--- src/rtl/alu_seq_pkg.sv ---
// Shared ALU selection codes, iteration count and FSM state type for alu_sequencer.
// ALU_SEQ_DIV_EN adds the DIV state to the state type.
package alu_seq_pkg;

  localparam logic [3:0] ALU_ADD = 4'b0010;
  localparam logic [3:0] ALU_SUB = 4'b0110;
  localparam logic [3:0] ALU_OR  = 4'b0001;
  localparam logic [3:0] ALU_AND = 4'b0000;

  localparam int         ITER_COUNT = 32;
  localparam logic [4:0] ITER_LAST  = 5'(ITER_COUNT - 1);

`ifdef ALU_SEQ_DIV_EN
  typedef enum logic [4:0] {
    S_IDLE = 5'b00001,
    S_EXEC = 5'b00010,
    S_MUL  = 5'b00100,
    S_DIV  = 5'b01000,
    S_DONE = 5'b10000
  } state_t;
`else
  typedef enum logic [3:0] {
    S_IDLE = 4'b0001,
    S_EXEC = 4'b0010,
    S_MUL  = 4'b0100,
    S_DONE = 4'b1000
  } state_t;
`endif

endpackage

--- src/rtl/alu_sel_decode.sv ---
// Combinational mapping of alu_op/funct3/funct7_5 to the shared ALU selection code.
module alu_sel_decode
  import alu_seq_pkg::*;
(
  input  logic [1:0] alu_op,
  input  logic [2:0] funct3,
  input  logic       funct7_5,
  output logic [3:0] alu_sel
);

  always_comb begin
    alu_sel = ALU_AND;
    case (alu_op)
      2'b00: alu_sel = ALU_ADD;
      2'b01: alu_sel = ALU_SUB;
      2'b10: begin
        case (funct3)
          3'b110:  alu_sel = ALU_OR;
          3'b111:  alu_sel = ALU_AND;
          3'b000:  alu_sel = funct7_5 ? ALU_SUB : ALU_ADD;
          default: alu_sel = ALU_AND;
        endcase
      end
      default: alu_sel = ALU_AND;
    endcase
  end

endmodule

--- src/rtl/alu_sequencer.sv ---
// Sequences single ALU ops and iterative MUL/DIV onto one shared external ALU.
// Macro ALU_SEQ_DIV_EN compiles in the restoring divider (DIVU/REMU).
//
// state | meaning
// IDLE  | ready for a request
// EXEC  | single-cycle ALU op (or unsupported op, result 0 with error)
// MUL   | 32 shift-add iterations
// DIV   | 32 restoring-divide iterations (ALU_SEQ_DIV_EN only)
// DONE  | response presented until resp_valid && resp_ready
module alu_sequencer
  import alu_seq_pkg::*;
(
  input  logic        clk,
  input  logic        rst,
  input  logic        req_valid,
  output logic        req_ready,
  input  logic [1:0]  alu_op,
  input  logic [2:0]  funct3,
  input  logic        funct7_5,
  input  logic        is_muldiv,
  input  logic [31:0] op_a,
  input  logic [31:0] op_b,
  output logic [3:0]  alu_sel,
  output logic [31:0] alu_a,
  output logic [31:0] alu_b,
  input  logic [31:0] alu_res,
  output logic        resp_valid,
  input  logic        resp_ready,
  output logic [31:0] resp_result,
  output logic        resp_err,
  output logic        busy
);

  state_t      state;
  logic [3:0]  dec_sel, sel_q;
  logic [31:0] a_q, b_q, acc_q, res_q;
  logic        err_q;
  logic [4:0]  cnt;
  logic        is_mul, is_div, unsupported;

  alu_sel_decode u_dec (
    .alu_op   (alu_op),
    .funct3   (funct3),
    .funct7_5 (funct7_5),
    .alu_sel  (dec_sel)
  );

  assign is_mul = is_muldiv && (funct3 == 3'b000);
`ifdef ALU_SEQ_DIV_EN
  assign is_div = is_muldiv && (funct3 == 3'b101 || funct3 == 3'b111);

  // acc_q holds the partial remainder, a_q shifts the dividend out and the quotient in.
  // A set acc_q[31] means the shifted remainder exceeds 32 bits, so the subtract always fits.
  logic        rem_sel_q, no_borrow;
  logic [31:0] shifted, next_rem, next_quo;
  assign shifted   = {acc_q[30:0], a_q[31]};
  assign no_borrow = acc_q[31] || (shifted >= b_q);
  assign next_rem  = no_borrow ? alu_res : shifted;
  assign next_quo  = {a_q[30:0], no_borrow};
`else
  assign is_div = 1'b0;
`endif
  assign unsupported = is_muldiv && !is_mul && !is_div;

  always_comb begin
    alu_sel = ALU_ADD;
    alu_a   = '0;
    alu_b   = '0;
    case (state)
      S_EXEC: begin
        alu_sel = sel_q;
        alu_a   = a_q;
        alu_b   = b_q;
      end
      S_MUL: begin
        alu_a = acc_q;
        alu_b = b_q[0] ? a_q : '0;
      end
`ifdef ALU_SEQ_DIV_EN
      S_DIV: begin
        alu_sel = ALU_SUB;
        alu_a   = shifted;
        alu_b   = b_q;
      end
`endif
      default: ;
    endcase
  end

  always_ff @(posedge clk or posedge rst) begin
    if (rst) begin
      state       <= S_IDLE;
      req_ready   <= 1'b1;
      busy        <= 1'b0;
      resp_valid  <= 1'b0;
      resp_result <= '0;
      resp_err    <= 1'b0;
      sel_q       <= ALU_ADD;
      a_q         <= '0;
      b_q         <= '0;
      acc_q       <= '0;
      res_q       <= '0;
      err_q       <= 1'b0;
      cnt         <= '0;
`ifdef ALU_SEQ_DIV_EN
      rem_sel_q   <= 1'b0;
`endif
    end else begin
      case (state)
        S_IDLE: begin
          if (req_valid) begin
            a_q       <= op_a;
            b_q       <= op_b;
            acc_q     <= '0;
            sel_q     <= dec_sel;
            err_q     <= unsupported;
            cnt       <= '0;
            req_ready <= 1'b0;
            busy      <= 1'b1;
`ifdef ALU_SEQ_DIV_EN
            rem_sel_q <= funct3[1];
            if (is_mul)      state <= S_MUL;
            else if (is_div) state <= S_DIV;
            else             state <= S_EXEC;
`else
            state <= is_mul ? S_MUL : S_EXEC;
`endif
          end
        end
        S_EXEC: begin
          res_q <= err_q ? '0 : alu_res;
          state <= S_DONE;
        end
        S_MUL: begin
          acc_q <= alu_res;
          a_q   <= a_q << 1;
          b_q   <= b_q >> 1;
          cnt   <= cnt + 5'd1;
          if (cnt == ITER_LAST) begin
            res_q <= alu_res;
            state <= S_DONE;
          end
        end
`ifdef ALU_SEQ_DIV_EN
        S_DIV: begin
          acc_q <= next_rem;
          a_q   <= next_quo;
          cnt   <= cnt + 5'd1;
          if (cnt == ITER_LAST) begin
            res_q <= rem_sel_q ? next_rem : next_quo;
            state <= S_DONE;
          end
        end
`endif
        S_DONE: begin
          // First DONE cycle publishes the result; it then holds until the handshake.
          if (!resp_valid) begin
            resp_valid  <= 1'b1;
            resp_result <= res_q;
            resp_err    <= err_q;
          end else if (resp_ready) begin
            resp_valid  <= 1'b0;
            resp_result <= '0;
            resp_err    <= 1'b0;
            req_ready   <= 1'b1;
            busy        <= 1'b0;
            state       <= S_IDLE;
          end
        end
        default: state <= S_IDLE;
      endcase
    end
  end

endmodule

--- config.mk ---
export PLATFORM = sky130hd
export DESIGN_NAME = alu_sequencer
export DESIGN_NICKNAME = d
export VERILOG_FILES = /design/src/rtl/alu_seq_pkg.sv /design/src/rtl/alu_sel_decode.sv /design/src/rtl/alu_sequencer.sv
export SDC_FILE = /design/constraint.sdc
export NUM_CORES = 1
export LEC_CHECK = 0
export CORE_AREA = 2 2 138 140
export DETAILED_ROUTE_END_ITERATION = 6
export DIE_AREA = 0 0 140 142
export HOLD_SLACK_MARGIN = 0.03
export PLACE_DENSITY = 0.78
export RECOVER_POWER = 25
export SLEW_MARGIN = 5
export SYNTH_ARGS = -nofsm -noshare
export SYNTH_HDL_FRONTEND = slang
export SYNTH_HIERARCHICAL = 1
export SYNTH_SLANG_ARGS = --single-unit
--- constraint.sdc ---
create_clock -name clk -period 6.7 [get_ports clk]
set_input_delay 1.005 -clock clk [delete_from_list [all_inputs] [get_ports clk]]
set_output_delay 1.005 -clock clk [all_outputs]
set_load 0.05 [all_outputs]
Yosys cells after proc, flatten, opt, wreduce, memory -nomap -nowiden
Cells that the tools add are included.
{"block": "word_totals", "register_bits": 178, "in_bits": 107, "out_inout_bits": 104, "elab_cells": 78}
{"block": "classes", "add_sub_neg": 1, "n_eq_ne": 13, "mux": 37, "n_reduce_logical": 14}
{"op": "32-bit case mux with 2 select lines", "count": 6}
{"op": "32-bit two-way mux", "count": 8}
{"op": "4-bit two-way mux", "count": 5}
{"op": "4-bit case mux with 4 select lines", "count": 1}
{"op": "4-bit case mux with 3 select lines", "count": 1}
{"op": "5-bit case mux with 2 select lines", "count": 1}
{"op": "1-bit two-way mux", "count": 9}
{"op": "2-bit inequality test (second input constant)", "count": 4}
{"op": "4-bit case mux with 2 select lines", "count": 1}
{"op": "2-bit AND reduction", "count": 4}
{"op": "4-bit AND reduction", "count": 2}
{"op": "3-bit two-way mux", "count": 2}
{"op": "2-bit nonzero test", "count": 3}
{"op": "5-bit by 1-bit adder with 5-bit output (second input constant)", "count": 1}
{"op": "5-bit == test (second input constant)", "count": 1}
{"op": "5-bit two-way mux", "count": 1}
{"op": "4-bit by 1-bit == test with 1-bit output (second input constant)", "count": 1}
{"op": "4-bit by 2-bit == test with 1-bit output (second input constant)", "count": 1}
{"op": "4-bit by 3-bit == test with 1-bit output (second input constant)", "count": 1}
{"op": "4-bit == test (second input constant)", "count": 1}
{"op": "1-bit case mux with 2 select lines", "count": 2}
{"op": "3-bit == test (second input constant)", "count": 1}
{"op": "3-bit zero test", "count": 1}
{"op": "2-bit by 1-bit == test with 1-bit output (second input constant)", "count": 1}
{"op": "other kinds (5)", "count": 6}

Logic depth before layout (Yosys ltp)
Gate-level depths: netlist (run 1).
{"block": "depth", "depth_word": 5, "depth_mapped": 9, "ltp_nobuf": 7}

By module
The synthesis (run 1) kept the hierarchy.
{"module": "alu_sequencer", "n_inst": 1, "cells_per_inst": 871, "area_each_um2": 8059.0, "seq_area_each_um2": 4458.0}
{"module": "alu_sel_decode", "n_inst": 1, "cells_per_inst": 8, "area_each_um2": 57.6, "seq_area_each_um2": 0.0}

Worst setup path after synthesis (run 1)
No wires, ideal clock.
{"block": "synth_timing", "kind": "reg-to-output", "start": "reg state[0]", "end": "out alu_b[10]", "arrival_time_ps": 1721, "t_required_ps": 5695, "slack_ps": 3974, "stages_incl_launch_ff": 7, "n_path_buf": 3, "cell_sequence": "dfstp_2 > buf_6 > nor4b_4 > and2_0 > clkbuf_1 > buf_2 > a22o_1"}
{"block": "synth_via", "elab_chain_cells": 2, "elab_cells_between_ends": 3, "classes_between": "2 x eq/ne; 1 x mux"}
{"element": "start, declared", "line": "alu_sequencer.sv:34", "rtl": "state_t state;"}
{"element": "start signal, assigned", "line": "alu_sequencer.sv:126", "rtl": "state <= is_mul ? S_MUL : S_EXEC;"}
{"element": "4-bit by 3-bit == test with 1-bit output / 4-bit by 2-bit == test with 1-bit output (equally long branches)", "line": "alu_sequencer.sv:69", "rtl": "case (state)"}
{"element": "32-bit case mux with 2 select lines (*)", "line": "alu_sequencer.sv:69"}
{"element": "end, declared", "line": "alu_sequencer.sv:25", "rtl": "output logic [31:0] alu_b,"}
Every way passes the cells marked *; elsewhere a longest branch is shown, timed or not.

Worst setup path after layout (run 1)
{"block": "layout_timing", "start": "reg state[2]", "end": "out alu_b[8]"}
Same word-level chain as after synthesis.

==> results of run 1 <==
-- worst register-to-register path: stages, from the launching register on --
cell and delay (ns):
dfstp_2 0.64, or4b_4 0.55, buf_4 0.66, nand2_4 0.37, nand2_1 0.18, o21ai_0 0.09
-- logic make-up (layout without fill, tap and decap cells) --
family                   Yosys count  count (layout)  synth area share [%]
AND/OR/NAND/NOR                  311             311                 15.48
buffers and inverters             81             257                 5.411
XOR/XNOR                           1               1                0.1079
AO/OA/AOI/OAI                    305             305                 23.72
flip-flops                       178             178                 54.93
other                              1               2               0.04620
adder cells (fa/ha/maj)            2               2                0.3083
-- registers in the layout (all words and copies together) (netlist names) --
register / cells
b_q: 32
resp_err: 1
req_ready: 1
state: 4
resp_result: 32
cnt: 5
acc_q: 32
sel_q: 4
res_q: 32
busy: 1
a_q: 32
resp_valid: 1
err_q: 1
-- metrics by stage --
step,hold slack (ns),std cells,instance area (µm²),total power [W]
final,0.4717,1290,10770,0.004181
after detailed placement,0.4572,1257,10190,0.003241
after CTS,0.4752,1289,10770,0.004204
after global placement,0.4499,1257,10190,0.003198
after global routing,0.4822,1290,10770,0.004424
after floorplan,0.4365,879,8117,0.002709
-- area by class of cell --
type	count	area, µm²
Fill cell	1614	7684
Sequential cell	178	4458
Multi-Input combinational cell	620	3244
Timing Repair Buffer	219	2170
Clock buffer	17	425.4
Tap cell	234	292.8
Clock inverter	15	148.9
Inverter	6	30.03
Antenna cell	1	2.502
-- routing by layer --
metal / up-vias / global-route usage, % / part of all wire [%]
li1: 3362 / - / -
met1: 3404 / 35.50 / 45
met2: 285 / 35.23 / 46
met3: 42 / 4.004 / 6.4
met4: 0 / 8.719 / 2.5
met5: - / 0 / 0
-- power by group through the flow --
stage | combinational, W | clock [W] | sequential (W)
after detailed placement | 0.00141 | 0 | 0.00183
after CTS | 0.00142 | 0.000978 | 0.00181
after global routing | 0.00154 | 0.00102 | 0.00186
final | 0.00141 | 0.000958 | 0.00182
after global placement | 0.00138 | 0 | 0.00182
after floorplan | 0.000832 | 0 | 0.00188
-- placed cells by master (no fill, tap or decap), types with 2 or more instances in the layout --
| cell type | netlist | final |
|---|---|---|
| clkbuf_16 | 0 | 17 |
| inv_6 | 0 | 2 |
| o21ai_2 | 3 | 3 |
| clkinv_4 | 0 | 3 |
| ha_1 | 2 | 2 |
| and2_1 | 3 | 3 |
| a22o_1 | 96 | 96 |
| dfstp_2 | 3 | 3 |
| nor2b_1 | 2 | 2 |
| inv_8 | 0 | 5 |
| nand3_1 | 7 | 6 |
| o21ai_0 | 26 | 26 |
| o21ai_1 | 42 | 42 |
| buf_4 | 2 | 9 |
| nor2_1 | 70 | 68 |
| dlygate4sd3_1 | 0 | 2 |
| clkdlybuf4s50_1 | 0 | 208 |
| dfrtp_1 | 175 | 175 |
| a21o_1 | 2 | 2 |
| clkinvlp_4 | 0 | 3 |
| a21oi_1 | 129 | 129 |
| nand3b_1 | 2 | 2 |
| clkinv_8 | 0 | 2 |
| inv_1 | 6 | 5 |
| nand2_1 | 216 | 216 |
-- worst max-delay path by stage --
| stage | start | endpoint | depth (start not counted) |
|---|---|---|---|
| after CTS | state[2] | alu_a[6] | 6 |
| after global placement | state[3] | alu_b[16] | 6 |
| after global routing | state[2] | alu_b[18] | 6 |
| final | state[2] | alu_b[8] | 6 |
| after floorplan | rst | a_q[0] | 1 |
| after detailed placement | state[3] | alu_a[6] | 6 |
==> metrics.cfg, run 1 <==
[job]
cap_violations=0

[worst_setup_path]
required_ns=5.69
critical_path_buf_inv_count=2
path_cells=nor2_1, nand2_1, nor2_4, buf_4, a22o_1, clkdlybuf4s50_1
cp_slowest_cell=clkdlybuf4s50_1
worstPathArrival_ns=3.44
cpLargestDelayFamily=buffers and inverters
worst_r2r_endpoint=res_q[21]
end_kind=primary output
r2r_start=state[0]
cpPeakStageDelay_ns=0.81
reg2regPathDepth=5
criticalPathCategory=reg -> out
ff2ff_setup_slack_ns=4.06
critPathMaxFanout=35
start_kind=flop

[clocking]
cts.sinks=178
path_clk_slew_ns=0.07
h-tree-depth=4
clk_latency_ns=0.42
ctsHoldBuffers=0
cts_tree=done
cts_setup_buffers=0
cts_root_buffer=clkbuf_16
clock_path_buffers=2
cts_buffers=17
cts_resized=0

[power]
switchingPower_w=0.001729
peakVddDrop_v=0.0001855
p_leak_nw=4.735
seqPwrFrac_pct=43.4
p_int_w=0.002452
clkPwrFrac_pct=22.9
p_per_area_nw_per_um2=388.1
share_comb_of_total_power_pct=33.7
p_sw_share_pct=41.35

[layout]
nNetsFinal=1151
layout-drive-gt1-share_pct=5.498
syn2layout_area_growth_pct=32.71
final_core_util_pct=58.37

[sta]
slew_violations=0
fmax_mhz=224.9
worst_slew_pin_slew_ns=1.125
fin_ws_ns=2.254
finalHoldViolCount=0
layout_min_cycle_time_ns=4.446
max_slew_margin_pct=25.01
setup_tns_ns=0
finalSetupViolations=0
rsz0062_at_grt=false
skew_ns=0.01153
min_period_over_period_pct=66.36

[placement]
place_hpwl_mm=15.71
gp_congestion=0.8435
post-place-ws_ns=2.684
io_buffer_count=210

[status]
violations=DRC
outcome=complete, but fails checks

[floorplan]
die_w_um=140
dieArea_um2=19880
die_h_um=142
core_um2=18460
initial_core_util_pct=43.98
io_pins=211
rows=50

[logic_synthesis]
synthTopCellsByCount=nand2_1 (216), dfrtp_1 (175), a21oi_1 (129), a22o_1 (96), nor2_1 (70)
synthCells=879
synth_nets=988
yosysMostFrequentCell=nand2_1
ys_ff_latch=178
avgSynthCellArea_um2=9.234
synth_area_um2=8117
ys_warn_count=6
synth-seq-area-share_pct=54.93
yosys-top-cells-area=dfrtp_1 (54%), a22o_1 (10%), nand2_1 (10%), a21oi_1 (8.0%), nor2_1 (3.2%)
async_flop_share_pct=100.0
yosys.area.top_type_share_pct=53.95
ys.flop_type=dfrtp_1
synth_area_leader_cell=dfrtp_1
synth-edff-count=0
synth_cell_types=40

[worst_hold_path]
min-delay-start=sel_q[3]
hold-path-endpoint=sel_q[3]
hold_class=reg -> reg
min_delay_path_depth=2

[global_route]
antenna_found_initial=1
grt_overflow=0
grt_max_degree=115
grt_pass1_vias=6601
grt_first_pass_wirelength_mm=37.19
grtUsageTotal_pct=23.83

[detailed_routing]
vias=7093
drt_iter0_drc=590
drtPass1Iterations=7
wl_per_cell_um=18.27
viasPerCell=5.498
antenna_left=0
wirelength_mm=23.57
drc_errors=12

Power figures use the tool's default switching activity.
==> run 2: changes to the inputs <==
- clock period: 6.7 -> 4.4 ns (I/O delays scaled with it)
==> run 2 against run 1 <==
Against the previous run:
- the run ends with DRC, capacitance limit, slew limit left
- global-route usage up 0.25 points
- cell area down 0.15%
- critical path depth unchanged
- hold slack about the same
- largest power group unchanged
==> metrics.cfg, run 2 (same netlist as run 1, synthesis figures left out) <==
[status]
outcome=complete, but fails checks
violations=DRC, capacitance limit, slew limit

[sta]
finalHoldViolCount=0  ; unchanged
worst_slew_pin_slew_ns=2.426  ; +1.301 ns
min_period_over_period_pct=87.30
setup_tns_ns=0  ; unchanged
layout_min_cycle_time_ns=3.841
rsz0062_at_grt=false
max_slew_margin_pct=-61.71  ; -87 points
fmax_mhz=260.3
slew_violations=218  ; +218
skew_ns=0.01148  ; -0.00005060 ns
finalSetupViolations=0  ; unchanged

[detailed_routing]
wirelength_mm=23.90  ; +1.4%
wl_per_cell_um=18.51  ; +1.3%
drtPass1Iterations=7  ; unchanged
drc_errors=10  ; -2
drt_iter0_drc=442  ; -25%
viasPerCell=5.608  ; +2.0%
vias=7240  ; +2.1%
antenna_left=0  ; unchanged

[power]
p_leak_nw=4.785  ; +1.0%
p_per_area_nw_per_um2=598.3  ; +54%
p_total_w=0.006435  ; +54%
peakVddDrop_v=0.0002891  ; +56%

[floorplan]
io_pins=211  ; unchanged
rows=50  ; unchanged
core_um2=18460  ; unchanged
initial_core_util_pct=43.98  ; unchanged
dieArea_um2=19880  ; unchanged
die_h_um=142  ; unchanged
die_w_um=140  ; unchanged

[layout]
design_area_um2=10760  ; -0.15%
seqCellArea_um2=4458  ; unchanged
nNetsFinal=1154  ; +0.26%
stdcell_count=1291  ; +0.078%
n_antenna_cell=0  ; -1
final_cell_mix=nand2_1 (216), clkdlybuf4s50_1 (191), dfrtp_1 (175)
syn2layout_area_growth_pct=32.51
layout-drive-gt1-share_pct=7.190  ; +1.7 points
final_common_cell=nand2_1
n_fill_cell=1561  ; -3.3%
multi_input_area_um2=3244  ; unchanged

[clocking]
clk_latency_ns=0.43  ; about the same
cts_resized=0  ; unchanged
h-tree-depth=4  ; unchanged
clock_path_buffers=2  ; unchanged
cts_tree=done
ctsHoldBuffers=0  ; unchanged
cts_setup_buffers=0  ; unchanged
cts_root_buffer=clkbuf_16
cts.sinks=178  ; unchanged
path_clk_slew_ns=0.06  ; about the same
cts_buffers=17  ; unchanged

[global_route]
grt_overflow=0  ; unchanged
grt_first_pass_wirelength_mm=37.89  ; +1.9%
grt_max_degree=179  ; +56%
antenna_found_initial=0  ; -1
grtUsageTotal_pct=24.09  ; +0.25 points
grt_pass1_vias=6832  ; +3.5%

[worst_setup_path]
worst_r2r_endpoint=b_q[0]
criticalPathCategory=reg -> out
reg2regPathDepth=5  ; unchanged
r2r_start=state[1]
ff2ff_setup_slack_ns=1.97  ; -2.09 ns
start_kind=flop
worstPathArrival_ns=3.18  ; -0.26 ns
required_ns=3.74  ; -1.95 ns
end_kind=primary output
critPathMaxFanout=27  ; -23%

[placement]
gp_congestion=0.8756  ; +3.8%
place_hpwl_mm=16.15  ; +2.8%
placed_cell_area_um2=10180  ; -0.14%
io_buffer_count=210  ; unchanged
placed_cells=1260  ; +0.24%

[worst_hold_path]
min-delay-start=sel_q[1]
hold_class=reg -> reg
hold-path-endpoint=sel_q[1]
min_delay_path_depth=2  ; unchanged

[job]
cap_violations=2  ; +2

## run 2: worst max-delay path, cell delays in order (launching register included)
cell	delay, ns
dfrtp_1	0.45
nor2_1	0.22
nand2_1	0.15
nor2_4	0.49
buf_4	0.41
a22o_1	0.22
clkdlybuf4s50_1	0.80
## run 2: report_power, final
group          internal (W)  leakage (nW)  total [W]  switching (W)
registers           0.00220          2.31    0.00275       0.000556
logic              0.000783          2.19    0.00215        0.00136
clock network      0.000811         0.285    0.00153       0.000723
## run 2: layout make-up
type | instances | area share, %
clock buffer | 17 | 3.955
clock inverter | 14 | 1.571
inverter | 6 | 0.2443
multi-input combinational | 620 | 30.17
sequential | 178 | 41.45
tap | 234 | 2.722
timing repair buffer | 222 | 19.89
## run 2: stage by stage
step	setup slack (ns)	utilization [%]	hold slack [ns]
6_report	0.5586	58.28	0.4716
5_1_grt	0.3607	58.28	0.4799
4_1_cts	0.5550	58.39	0.4721
3_5_place_dp	1.029	55.17	0.4549
3_3_place_gp	1.106	55.17	0.4495
2_1_floorplan	1.462	-	0.4365
## run 2: metal layers
layer	GRT usage [%]	up-vias	part of all wire [%]
met3	4.845	50	6.2
li1	-	3370	-
met1	34.59	3549	45
met5	0	-	0
met2	35.81	271	46
met4	10.26	0	3.0
## run 2: worst max-delay path by stage
stage / slack, ns / from / to / depth (start not counted)
final: 0.56 / state[2] / alu_b[30] / 6
after global routing: 0.36 / state[2] / alu_b[30] / 6
after CTS: 0.56 / state[2] / alu_b[24] / 6
after detailed placement: 1.03 / state[2] / alu_b[1] / 6
after global placement: 1.11 / state[3] / alu_b[11] / 6
after floorplan: 1.46 / rst / a_q[0] / 1
==> run 3: changes to the inputs <==
- CORE_AREA: 2 2 138 140 -> 2 2 146 148
- DIE_AREA: 0 0 140 142 -> 0 0 148 150
- PLACE_DENSITY: 0.78 -> 0.71
==> run 3 against run 2 <==
Against the previous run:
- the flow finishes with violations (capacitance limit, slew limit)
- utilization fell by 5.9 points
- flip-flop and latch count did not move
- clock skew barely moved
- first-iteration DRC count rose by 20%
- sequential share of layout area fell by 0.29 points
- via count fell by 2.3%
- clock power fell by 3%
- critical path depth did not move
- count of clock-buffer cells in the layout rose by 1
- maximum frequency rose by 2.2%
- critical endpoint is now alu_a[3]
- largest cell class unchanged
- highest routed layer unchanged
==> metrics.cfg, run 3 (same netlist as run 1, synthesis figures left out) <==
[status]
outcome=complete, but fails checks
violations=capacitance limit, slew limit

[sta]
max_slew_margin_pct=-50.46  ; +11 points
finalSetupViolations=0  ; unchanged
min_period_over_period_pct=85.43  ; -1.9 points
setup_tns_ns=0  ; unchanged
skew_ns=0.01176  ; +0.0002787 ns
fmax_mhz=266.0  ; +2.2%
finalHoldViolCount=0  ; unchanged
rsz0062_at_grt=false
worst_slew_pin_slew_ns=2.257  ; -0.1687 ns
slew_violations=127  ; -42%
layout_min_cycle_time_ns=3.759  ; -0.08248 ns

[worst_setup_path]
end_kind=primary output
worstPathArrival_ns=3.10  ; -0.08 ns
cpPeakStageDelay_ns=0.82  ; +0.02 ns
critPathMaxFanout=68  ; +150%
required_ns=3.74  ; about the same
critical_path_buf_inv_count=2  ; unchanged
worst_r2r_endpoint=res_q[21]
criticalPathCategory=reg -> out
cp_slowest_cell=clkdlybuf4s50_1
crit_start=state[2]
ff2ff_setup_slack_ns=2.01  ; +0.04 ns
worst-path-stages=6  ; unchanged
r2r_start=cnt[0]
reg2regPathDepth=6  ; +1
cpLargestDelayFamily=buffers and inverters
start_kind=flop
crit_end=alu_a[3]
path_cells=nor2_1, nand2_1, nor2_4, buf_4, a22o_1, clkdlybuf4s50_1

[clocking]
ctsHoldBuffers=0  ; unchanged
clk_latency_ns=0.43  ; about the same
clock_path_buffers=2  ; unchanged
cts_tree=done
cts_root_buffer=clkbuf_16
h-tree-depth=4  ; unchanged
cts.sinks=178  ; unchanged
cts_buffers=17  ; unchanged
cts_resized=0  ; unchanged
path_clk_slew_ns=0.06  ; about the same
cts_setup_buffers=0  ; unchanged

[detailed_routing]
wirelength_mm=23.80  ; -0.41%
drt_iter0_drc=531  ; +20%
wl_per_cell_um=17.87  ; -3.5%
dr.max_layer_used=met4
viasPerCell=5.310  ; -5.3%
dr_wl_met2_mm=10.67  ; -2.3%
vias=7073  ; -2.3%
drc_errors=0  ; -10
antenna_left=0  ; unchanged
wl_met3_mm=1.253  ; -15%
m1WireLength_mm=11.40  ; +5.7%
drtPass1Iterations=4  ; -3

[placement]
gp_congestion=0.8394  ; -4.1%
placed_cell_area_um2=10270  ; +0.85%
placed_cells=1300  ; +3.2%
io_buffer_count=210  ; unchanged
place_hpwl_mm=16.04  ; -0.67%

[layout]
final_cell_mix=nand2_1 (216), clkdlybuf4s50_1 (208), dfrtp_1 (175)
nNetsFinal=1153  ; -0.087%
final_common_cell=nand2_1
n_fill_cell=1913  ; +23%
layout-drive-gt1-share_pct=5.676  ; -1.5 points
stdcell_count=1332  ; +3.2%
seqCellArea_um2=4458  ; unchanged
final_core_util_pct=52.35  ; -5.9 points
design_area_um2=10830  ; +0.70%
syn2layout_area_growth_pct=33.44
n_antenna_cell=0  ; unchanged
multi_input_area_um2=3244  ; unchanged

[global_route]
grt_max_degree=106  ; -41%
grt_first_pass_wirelength_mm=37.48  ; -1.1%
antenna_found_initial=0  ; unchanged
grt_pass1_vias=6687  ; -2.1%
grtUsageTotal_pct=21.47  ; -2.6 points
grt_overflow=0  ; unchanged

[worst_hold_path]
hold_class=reg -> reg
min_delay_path_depth=2  ; unchanged
min-delay-start=sel_q[1]

[floorplan]
dieArea_um2=22200  ; +12%
die_h_um=150  ; +5.6%
core_um2=20690  ; +12%
initial_core_util_pct=39.23  ; -4.8 points
io_pins=211  ; unchanged
rows=53  ; +6.0%
die_w_um=148  ; +5.7%

[power]
p_int_w=0.003751  ; -1.1%
p_leak_nw=4.744  ; -0.86%
clkPwrFrac_pct=23.4  ; -0.4 points
switchingPower_w=0.002620  ; -0.88%
peakVddDrop_v=0.0003270  ; +13%
seqPwrFrac_pct=43.1  ; +0.3 points
p_sw_share_pct=41.13  ; +0.042 points
p_per_area_nw_per_um2=588.3  ; -1.7%
share_comb_of_total_power_pct=33.5  ; about the same

[job]
cap_violations=2  ; unchanged

-- run 3: changes by cell type in the layout (fill, tap and decap cells not counted), sizes merged --
cell           delta
buf              -17
inv               -1
clkdlybuf4s50    +17
clkinv            +2
bufinv            -1
-- run 3: routing by layer --
metal	up-vias	GRT usage, %
met4	0	6.762
met1	3419	32.76
li1	3368	-
met2	253	31.13
met5	-	0
met3	33	3.506
-- run 3: worst min-delay path by stage --
stage,endpoint,slack [ns]
global route,sel_q[1],0.48
floorplan,sel_q[1],0.44
global placement,sel_q[1],0.45
detailed placement,sel_q[1],0.45
CTS,sel_q[1],0.47
finish,sel_q[1],0.46
-- run 3: stage by stage --
stage	total power (W)	hold WS (ns)	setup slack (ns)
finish	0.006371	0.4641	0.6411
global route	0.006753	0.4766	0.4087
CTS	0.006418	0.4653	0.5916
detailed placement	0.004921	0.4541	1.045
global placement	0.004878	0.4504	1.119
floorplan	0.004125	0.4365	1.462
-- run 3: power by group through the flow --
stage	Sequential (W)	Clock, W	Combinational, W
2_1_floorplan	0.00286	0	0.00127
5_1_grt	0.00282	0.00160	0.00234
4_1_cts	0.00274	0.00152	0.00215
3_3_place_gp	0.00277	0	0.00210
6_report	0.00275	0.00149	0.00213
3_5_place_dp	0.00277	0	0.00215
-- run 3: area by class of cell --
class / count / area share, %
tap: 275 / 3.177
inverter: 6 / 0.2195
timing repair buffer: 221 / 20.09
clock buffer: 18 / 4.055
multi-input combinational: 620 / 29.96
clock inverter: 14 / 1.340
sequential: 178 / 41.16
-- run 3: tightest hold or removal path: stages, from the launching register on --
cell and delay (ns):
dfstp_2 0.37, nand2_1 0.05, nand2_1 0.05
